File: src/rtl/alu_exec_unit.sv
`default_nettype none
// ============================================================================
//  Module      : alu_exec_unit
//  Description : Execute-stage ALU. AND/OR/ADD/SUB and no-op codes complete
//                in one cycle. MUL (shift-add) and DIV (restoring) iterate
//                one bit per cycle, with a start/busy/done handshake.
//  Revision    : 1.0 - initial release
// ============================================================================
module alu_exec_unit #(
  parameter int WIDTH = 32
) (
  input  logic             clk,
  input  logic             rst_n,
  input  logic             start,
  input  logic [2:0]       alu_ctrl,
  input  logic [WIDTH-1:0] op_a,
  input  logic [WIDTH-1:0] op_b,
  output logic [WIDTH-1:0] result,
  output logic             zero,
  output logic             busy,
  output logic             done,
  output logic             div_by_zero
);

  localparam logic [2:0] C_OP_AND = 3'b000;
  localparam logic [2:0] C_OP_OR  = 3'b001;
  localparam logic [2:0] C_OP_ADD = 3'b010;
  localparam logic [2:0] C_OP_MUL = 3'b011;
  localparam logic [2:0] C_OP_DIV = 3'b100;
  localparam logic [2:0] C_OP_SUB = 3'b110;

  localparam int CNT_W = $clog2(WIDTH);
  localparam logic [CNT_W-1:0] C_CNT_LAST = CNT_W'(WIDTH - 1);

  typedef enum logic [1:0] {
    S_IDLE = 2'd0,
    S_MUL  = 2'd1,
    S_DIV  = 2'd2
  } state_t;

  state_t           state_q, state_d;
  // MUL: opa = shifting multiplicand, opb = shifting multiplier, acc = product.
  // DIV: opa = dividend shifting out / quotient shifting in, opb = divisor,
  //      acc = partial remainder.
  logic [WIDTH-1:0] opa_q, opa_d;
  logic [WIDTH-1:0] opb_q, opb_d;
  logic [WIDTH-1:0] acc_q, acc_d;
  logic [CNT_W-1:0] cnt_q, cnt_d;
  logic [WIDTH-1:0] result_q, result_d;
  logic             zero_q, zero_d;
  logic             done_q, done_d;
  logic             dbz_q, dbz_d;

  // One shift-add step and one restoring-divide step, from the current state.
  logic [WIDTH-1:0] w_mul_sum;
  logic [WIDTH:0]   w_rem_shift;
  logic             w_div_ge;
  logic [WIDTH-1:0] w_rem_sub;
  logic [WIDTH-1:0] w_rem_new;
  logic [WIDTH-1:0] w_quo_next;
  logic             w_last;

  assign w_mul_sum   = acc_q + (opb_q[0] ? opa_q : '0);
  assign w_rem_shift = {acc_q, opa_q[WIDTH-1]};
  assign w_div_ge    = (w_rem_shift >= {1'b0, opb_q});
  // When the trial subtraction succeeds the difference is below the divisor,
  // so modulo-2^WIDTH arithmetic on the low bits gives the exact remainder.
  assign w_rem_sub   = w_rem_shift[WIDTH-1:0] - opb_q;
  assign w_rem_new   = w_div_ge ? w_rem_sub : w_rem_shift[WIDTH-1:0];
  assign w_quo_next  = {opa_q[WIDTH-2:0], w_div_ge};
  assign w_last      = (cnt_q == C_CNT_LAST);

  // Next-state and datapath: dispatch in IDLE, iterate in MUL/DIV.
  always_comb begin
    logic [WIDTH-1:0] fast_res;
    state_d  = state_q;
    opa_d    = opa_q;
    opb_d    = opb_q;
    acc_d    = acc_q;
    cnt_d    = cnt_q;
    result_d = result_q;
    zero_d   = zero_q;
    done_d   = 1'b0;
    dbz_d    = dbz_q;
    fast_res = '0;

    case (state_q)
      S_IDLE: begin
        if (start) begin
          case (alu_ctrl)
            C_OP_MUL: begin
              opa_d   = op_a;
              opb_d   = op_b;
              acc_d   = '0;
              cnt_d   = '0;
              state_d = S_MUL;
            end
            C_OP_DIV: begin
              if (op_b == '0) begin
                result_d = '1;
                zero_d   = 1'b0;
                done_d   = 1'b1;
                dbz_d    = 1'b1;
              end else begin
                opa_d   = op_a;
                opb_d   = op_b;
                acc_d   = '0;
                cnt_d   = '0;
                state_d = S_DIV;
              end
            end
            default: begin
              // Single-cycle codes; 101/111 fall through as a zero result.
              case (alu_ctrl)
                C_OP_AND: fast_res = op_a & op_b;
                C_OP_OR:  fast_res = op_a | op_b;
                C_OP_ADD: fast_res = op_a + op_b;
                C_OP_SUB: fast_res = op_a - op_b;
                default:  fast_res = '0;
              endcase
              result_d = fast_res;
              zero_d   = (fast_res == '0);
              done_d   = 1'b1;
              dbz_d    = 1'b0;
            end
          endcase
        end
      end

      S_MUL: begin
        acc_d = w_mul_sum;
        opa_d = opa_q << 1;
        opb_d = opb_q >> 1;
        cnt_d = cnt_q + CNT_W'(1);
        if (w_last) begin
          result_d = w_mul_sum;
          zero_d   = (w_mul_sum == '0);
          done_d   = 1'b1;
          dbz_d    = 1'b0;
          state_d  = S_IDLE;
        end
      end

      S_DIV: begin
        acc_d = w_rem_new;
        opa_d = w_quo_next;
        cnt_d = cnt_q + CNT_W'(1);
        if (w_last) begin
          result_d = w_quo_next;
          zero_d   = (w_quo_next == '0);
          done_d   = 1'b1;
          dbz_d    = 1'b0;
          state_d  = S_IDLE;
        end
      end

      default: state_d = S_IDLE;
    endcase
  end

  // State and output registers; reset aborts any in-flight iteration.
  always_ff @(posedge clk or negedge rst_n) begin
    if (!rst_n) begin
      state_q  <= S_IDLE;
      opa_q    <= '0;
      opb_q    <= '0;
      acc_q    <= '0;
      cnt_q    <= '0;
      result_q <= '0;
      zero_q   <= 1'b0;
      done_q   <= 1'b0;
      dbz_q    <= 1'b0;
    end else begin
      state_q  <= state_d;
      opa_q    <= opa_d;
      opb_q    <= opb_d;
      acc_q    <= acc_d;
      cnt_q    <= cnt_d;
      result_q <= result_d;
      zero_q   <= zero_d;
      done_q   <= done_d;
      dbz_q    <= dbz_d;
    end
  end

  assign result      = result_q;
  assign zero        = zero_q;
  assign busy        = (state_q != S_IDLE);
  assign done        = done_q;
  assign div_by_zero = dbz_q;

endmodule
`default_nettype wire

File: config.mk
export PLATFORM = sky130hd
export DESIGN_NAME = alu_exec_unit
export DESIGN_NICKNAME = d
export VERILOG_FILES = /design/src/rtl/alu_exec_unit.sv
export SDC_FILE = /design/constraint.sdc
export NUM_CORES = 1
export LEC_CHECK = 0
export CAP_MARGIN = 20
export CORE_MARGIN = 5
export CORE_UTILIZATION = 39
export CTS_BUF_LIST = sky130_fd_sc_hd__clkbuf_4
export CTS_CLUSTER_SIZE = 24
export DETAILED_ROUTE_END_ITERATION = 12
export SLEW_MARGIN = 20
export SYNTH_ARGS = -nofsm -noshare
export SYNTH_HDL_FRONTEND = slang
export SYNTH_SLANG_ARGS = --single-unit
File: constraint.sdc
create_clock -name clk -period 3.7 [get_ports clk]
set_input_delay 0.555 -clock clk [delete_from_list [all_inputs] [get_ports clk]]
set_output_delay 0.555 -clock clk [all_outputs]
set_load 0.01 [all_outputs]
==> impl_metrics.tcl <==
set metrics [dict create \
    clock_skew_ns 0.02141 \
    max_slew_margin 0.5151 \
    start_util 0.3957 \
    drtIter0Drc 1279 \
    violations "negative setup slack" \
    finalCriticalPeriod_ns 3.804 \
    synth_area_leader_cell "dfrtp_1" \
    cp-start-kind "primary input" \
    critical_path_class "primary input to flop" \
    crit_path_end_kind "flop" \
    max_freq_ghz 0.2629 \
    die-area_mm2 0.03898 \
    yosys_warnings 0 \
    h-tree-depth 4 \
    final.setup.tns_ns -0.1472 \
    hp-class "primary input to flop" \
    tightestPinTransition_ns 0.7274 \
    synth_common_cells "149 x nor2_1, 148 x nand2_1, 140 x a21oi_1" \
    wl_per_cell_um 20.82 \
    clk_path_buf_depth 2 \
    drc_errors 0 \
    cts-root-buf "clkbuf_4" \
    p_seq_frac 0.192 \
    power.total_mw 15.32 \
    clkTransAtPathRegs_ns 0.13 \
    setup_viol 2 \
    critPathMaxFanout 5 \
    io_pins 106 \
    grt.total_usage 0.2672 \
    clk_latency_ns 0.61 \
    hold_violations 0 \
    gp_congestion 0.9559 \
    core.rowCount 68 \
    grt_pass1_wl_um 82460 \
    fin_area_mm2 0.01916 \
    leakage_nw 8.915 \
    required_ns 4.23 \
    ys_ff_latch 138 \
    tritoncts "yes" \
    internal_power_mw 7.824 \
    yosysSeqAreaShare 0.2520 \
    drt_first_pass_iters 6 \
    grt_overflow 0 \
    die_h_um 197.4 \
    rsz0062_at_grt "yes" \
    synth_async_sr_flop_share 1.000 \
    netlist_area_mm2 0.01370 \
    drv_cap 0 \
    syn2layout_area_growth_pct 39.86 \
    postPlaceCellArea_mm2 0.01766 \
    synth_cell_types 84 \
    dp_hpwl_um 42490 \
    wl_um 53520 \
    cts_num_sinks 138 \
    drv_slew 0 \
    num_vias 15050 \
    period_share 1.028 \
    avgSynthCellArea_um2 8.061 \
    cp.arrival_ns 4.33 \
    final_core_util 0.5534 \
    nets 2278 \
    die_x_um 197.4 \
    ys.flop_type "dfrtp_1" \
    status "complete, but fails checks" \
    synthCells 1700 \
    setup_ws_ns -0.1042 \
    netlist_top_cells_area "dfrtp_1 25%, ha_1 9.5%, a21oi_1 5.1%" \
    ant_nets 0 \
    worst_ir_drop_vdd_mv 0.7053 \
    io_buffer_count 105 \
    switching_power_mw 7.492 \
    synth_edf_count 0 \
    p_comb_frac 0.721 \
    via_per_inst 5.858 \
    grt_pass1_vias 14510 \
    numCtsBuffers 17 \
    yosysTopAreaCellShare 0.2520 \
    layout-drive-gt1-share 0.2687 \
    syn-num-nets 1877 \
    core-area_mm2 0.03463 \
    antenna_found_initial 1 \
    grt_max_degree 75 \
    holdWs_ns 0.4182 \
    p_clk_frac 0.087 \
    switching_share 0.4892 \
    synth_most_common_cell "nor2_1" \
    power_density_mw_per_mm2 799.2 \
]
-- timing repair --
item / 4_1_cts / 5_1_grt
pin swaps: 67 / 97
endpoints found under the hold margin: 59 / 0
hold buffers: 1 / 0
endpoints found under the setup margin: 31 / 43
gates resized for setup: 119 / 93
setup buffers: 24 / 23
-- state kept, by name, summed over array words and instances (netlist names) --
register	count
opa_q	32
cnt_q	5
div_by_zero	1
zero	1
done	1
state_q	2
acc_q	32
opb_q	32
result	32
-- power groups by stage --
stage,logic (mW),registers [mW],clock network [mW]
6_report,11.0,2.95,1.33
5_1_grt,11.9,3.01,1.39
4_1_cts,10.6,2.91,1.34
3_5_place_dp,10.2,2.94,0
3_3_place_gp,10.1,2.92,0
2_1_floorplan,6.45,2.76,0
-- through the flow --
step / setup slack, ns / cells
floorplan: -0.3594 / 1700
detailed placement: -1.207 / 2491
finish: -0.1042 / 2570
global route: -0.2743 / 2570
CTS: -0.1036 / 2548
global placement: -1.050 / 2491
-- worst max-delay path, stage by stage --
cell and delay, ns:
buf_6 0.10, nor4_4 0.35, nor4b_4 0.40, nand2_2 0.14
o31ai_4 0.19, xor2_1 0.11, ha_2 0.39, nand2_2 0.08
nor4b_2 0.26, nand2_1 0.07, a41o_1 0.26, a31oi_4 0.28
a211o_1 0.18, o211ai_1 0.10, a2111o_1 0.37, nor4_2 0.27
nand3_1 0.12, nand3_1 0.10
-- per-layer routing --
layer / vias to the layer above / track usage / wire length [um]
li1: 7186 / - / -
met1: 7250 / 0.3948 / 25430
met2: 554 / 0.4111 / 23560
met3: 64 / 0.03752 / 3389
met4: 0 / 0.06728 / 1133
met5: - / 0 / 0
-- cells by family after synthesis --
group | after synthesis | synth area share
buf+inv | 151 | 0.04410
fa+ha+maj | 134 | 0.1191
compound gates | 548 | 0.2748
mux | 51 | 0.03853
simple gates | 580 | 0.2088
xor+xnor | 98 | 0.06264
flops | 138 | 0.2520
-- cell type report --
cell class,count,area (um2)
multi-input combinational,1411,10590
sequential,138,3453
tap,455,569.3
antenna,1,2.502
clock inverter,11,217.7
timing repair buffer,469,3933
inverter,64,240.2
clock buffer,21,157.7
fill,3247,15460
-- final timing paths --
path	endpoint	slack (ns)	cells after the start	startpoint
hold reg to reg	cnt_q[4]	0.49	2	cnt_q[4]
min in group asynchronous	opb_q[28]	0.54	2	rst_n
hold / removal	opb_q[3]	0.42	4	op_b[3]
setup / recovery	zero	-0.10	18	op_b[4]
max in group asynchronous	opb_q[6]	2.31	3	rst_n
setup reg to reg	zero	-0.06	14	opb_q[0]
-- cell usage in the layout (no fill, tap or decap), types with 12 or more instances in the layout --
| cell type | count |
|---|---|
| nand4_1 | 26 |
| maj3_1 | 27 |
| a31oi_1 | 13 |
| and2_1 | 38 |
| and3_1 | 45 |
| nand3_1 | 47 |
| xnor2_1 | 60 |
| nor4_1 | 12 |
| nor2_1 | 142 |
| a221o_1 | 41 |
| a21oi_1 | 116 |
| o21ai_1 | 47 |
| o31ai_1 | 15 |
| mux2i_1 | 36 |
| a21o_1 | 55 |
| o21ai_0 | 51 |
| nor3_1 | 28 |
| a21oi_2 | 21 |
| clkbuf_4 | 21 |
| dfrtp_1 | 138 |
| inv_1 | 59 |
| buf_6 | 16 |
| clkdlybuf4s50_1 | 84 |
| nand2_1 | 143 |
| xor2_1 | 35 |
| a22oi_1 | 19 |
| buf_4 | 341 |
| nand2b_1 | 12 |
| ha_1 | 90 |
Note: power is estimated with default switching activity, not from simulation.
==> RTL edit, RTL diff (same flow settings) <==
Re-encode `state_t` (3 states) as one-hot, 3 bits wide.
--- a/src/rtl/alu_exec_unit.sv
+++ b/src/rtl/alu_exec_unit.sv
@@ -34,6 +34,6 @@
 
-  typedef enum logic [1:0] {
-    S_IDLE = 2'd0,
-    S_MUL  = 2'd1,
-    S_DIV  = 2'd2
+  typedef enum logic [2:0] {
+    S_IDLE = 3'b001,
+    S_MUL  = 3'b010,
+    S_DIV  = 3'b100
   } state_t;
Check against the original RTL: same outputs for any inputs over 4 cycles, from zero or initial values and one cycle with rst_n low; so few cycles prove little.
==> RTL edit against the unedited design <==
The flow still finishes with violations (setup timing); final area rose by 1.8%; sequential power fell by 21%; setup slack got worse by 0.36 ns; area after synthesis rose by 1.9%; worst hold slack got worse by 0.026 ns; via count rose by 4.1%; sequential cell count rose by 1; total power fell by 40%; wire length rose by 2.3%; critical endpoint unchanged; largest power group unchanged.
==> RTL edit: results (changes against the unedited design) <==
** Logic synthesis
- Count of cell types in the netlist :: 96 (+14%)
- The sequential element share of the synthesized area was 24.9% (-0.28 points).
- Most common library cells after synthesis :: nand2_1, nor2_1, a21oi_1
- By area the synthesized netlist is led by dfrtp_1, ha_1, nand2_1, nor2_1, a21oi_1.

** Global routing
- Largest net degree at the start of global routing :: 71 (-5.3%)
- Met2 Track Usage GR :: 42.7% (+1.6 points)
- The first-pass GRT wire length is 84,000 µm (+1.9%).

** Power and ir drop
- Worst voltage drop across the vdd grid :: 0.000236 V (-67%)
- Leakage power of the design :: 8.75 nW (-1.9%)
- The clock network power came to 958 µW (-28%).

** Route
- Routed met2 length :: 25,100 µm (+6.6%)
- The first-iteration detailed-routing DRC count came to 1,513 (+18%).
- Length of routed met3 wiring :: 2790 µm (-18%)
- Pre-Repair DR Iteration Count :: 5 (-1)
- Met1 layer wirelength in the final routing :: 25,500 µm (+0.11%)

** Timing
- Clk_skew :: 0.0165 ns (-0.00488 ns)
- The max-slew headroom at the worst pin was 42.9% (-8.7 points).
- Setup TNS Final :: -2.76 ns (-2.61 ns)
- Minimum setup slack in the final design :: -0.463 ns (-0.358 ns)
- Final setup vio count :: 12 (+10)

** Cells and area
- The layout sequential cell count was 139 (+0.72%).
- Seq area share :: 17.8% (-0.19 points)
- Share of cells above drive strength 1 :: 28.3% (+1.4 points)

** Setup path
- Worst setup slack for register-to-register paths :: -0.31 ns (-0.25 ns)
- In this run the worst setup path begins at op_b[2].
- The number of cells on the worst reg-to-reg path came to 15 (+1).

** Clock network
- The post-cts gate resize count was 118 (-0.84%).

** Hold path
- Hold wc startpoint :: op_b[1]
- Hold Path Sink :: opb_q[1]$_DFFE_PN0P_

** Place
- Pre-CTS setup slack :: -1.55 ns (-0.339 ns)
- The HPWL after detailed placement was 43,600 µm (+2.6%).

** Status
- The checks that failed: setup timing.
- The run finished, with violations left.
==> RTL edit: worst reg2reg max path: cells and delay by family, from the launching register on <==
| family | cells | cell delay [ns] |
|---|---|---|
| and+or+nand+nor | 9 | 2.16 |
| AOI/OAI and AO/OA | 2 | 0.48 |
| DFF | 1 | 0.44 |
| buffers and inverters | 1 | 0.16 |
| xor gates and xnor gates | 1 | 0.17 |
| adders and majority gates | 2 | 0.55 |
==> RTL edit: kinds of logic (layout without fill, tap and decap cells) <==
kind of cell | after synthesis | after routing
and+or+nand+nor | 688 | 688
AOI/OAI and AO/OA | 581 | 581
buffers and inverters | 170 | 592
DFF | 139 | 139
adders and majority gates | 125 | 125
xor gates and xnor gates | 102 | 102
muxes | 23 | 23
other | 0 | 1
==> RTL edit: through the flow <==
| stage | cell area (µm²) | cells |
|---|---|---|
| after floorplan | 14200 | 1828 |
| after global placement | 18100 | 2641 |
| after detailed placement | 18100 | 2641 |
| after CTS | 18700 | 2691 |
| after global routing | 19500 | 2712 |
| final | 19500 | 2712 |
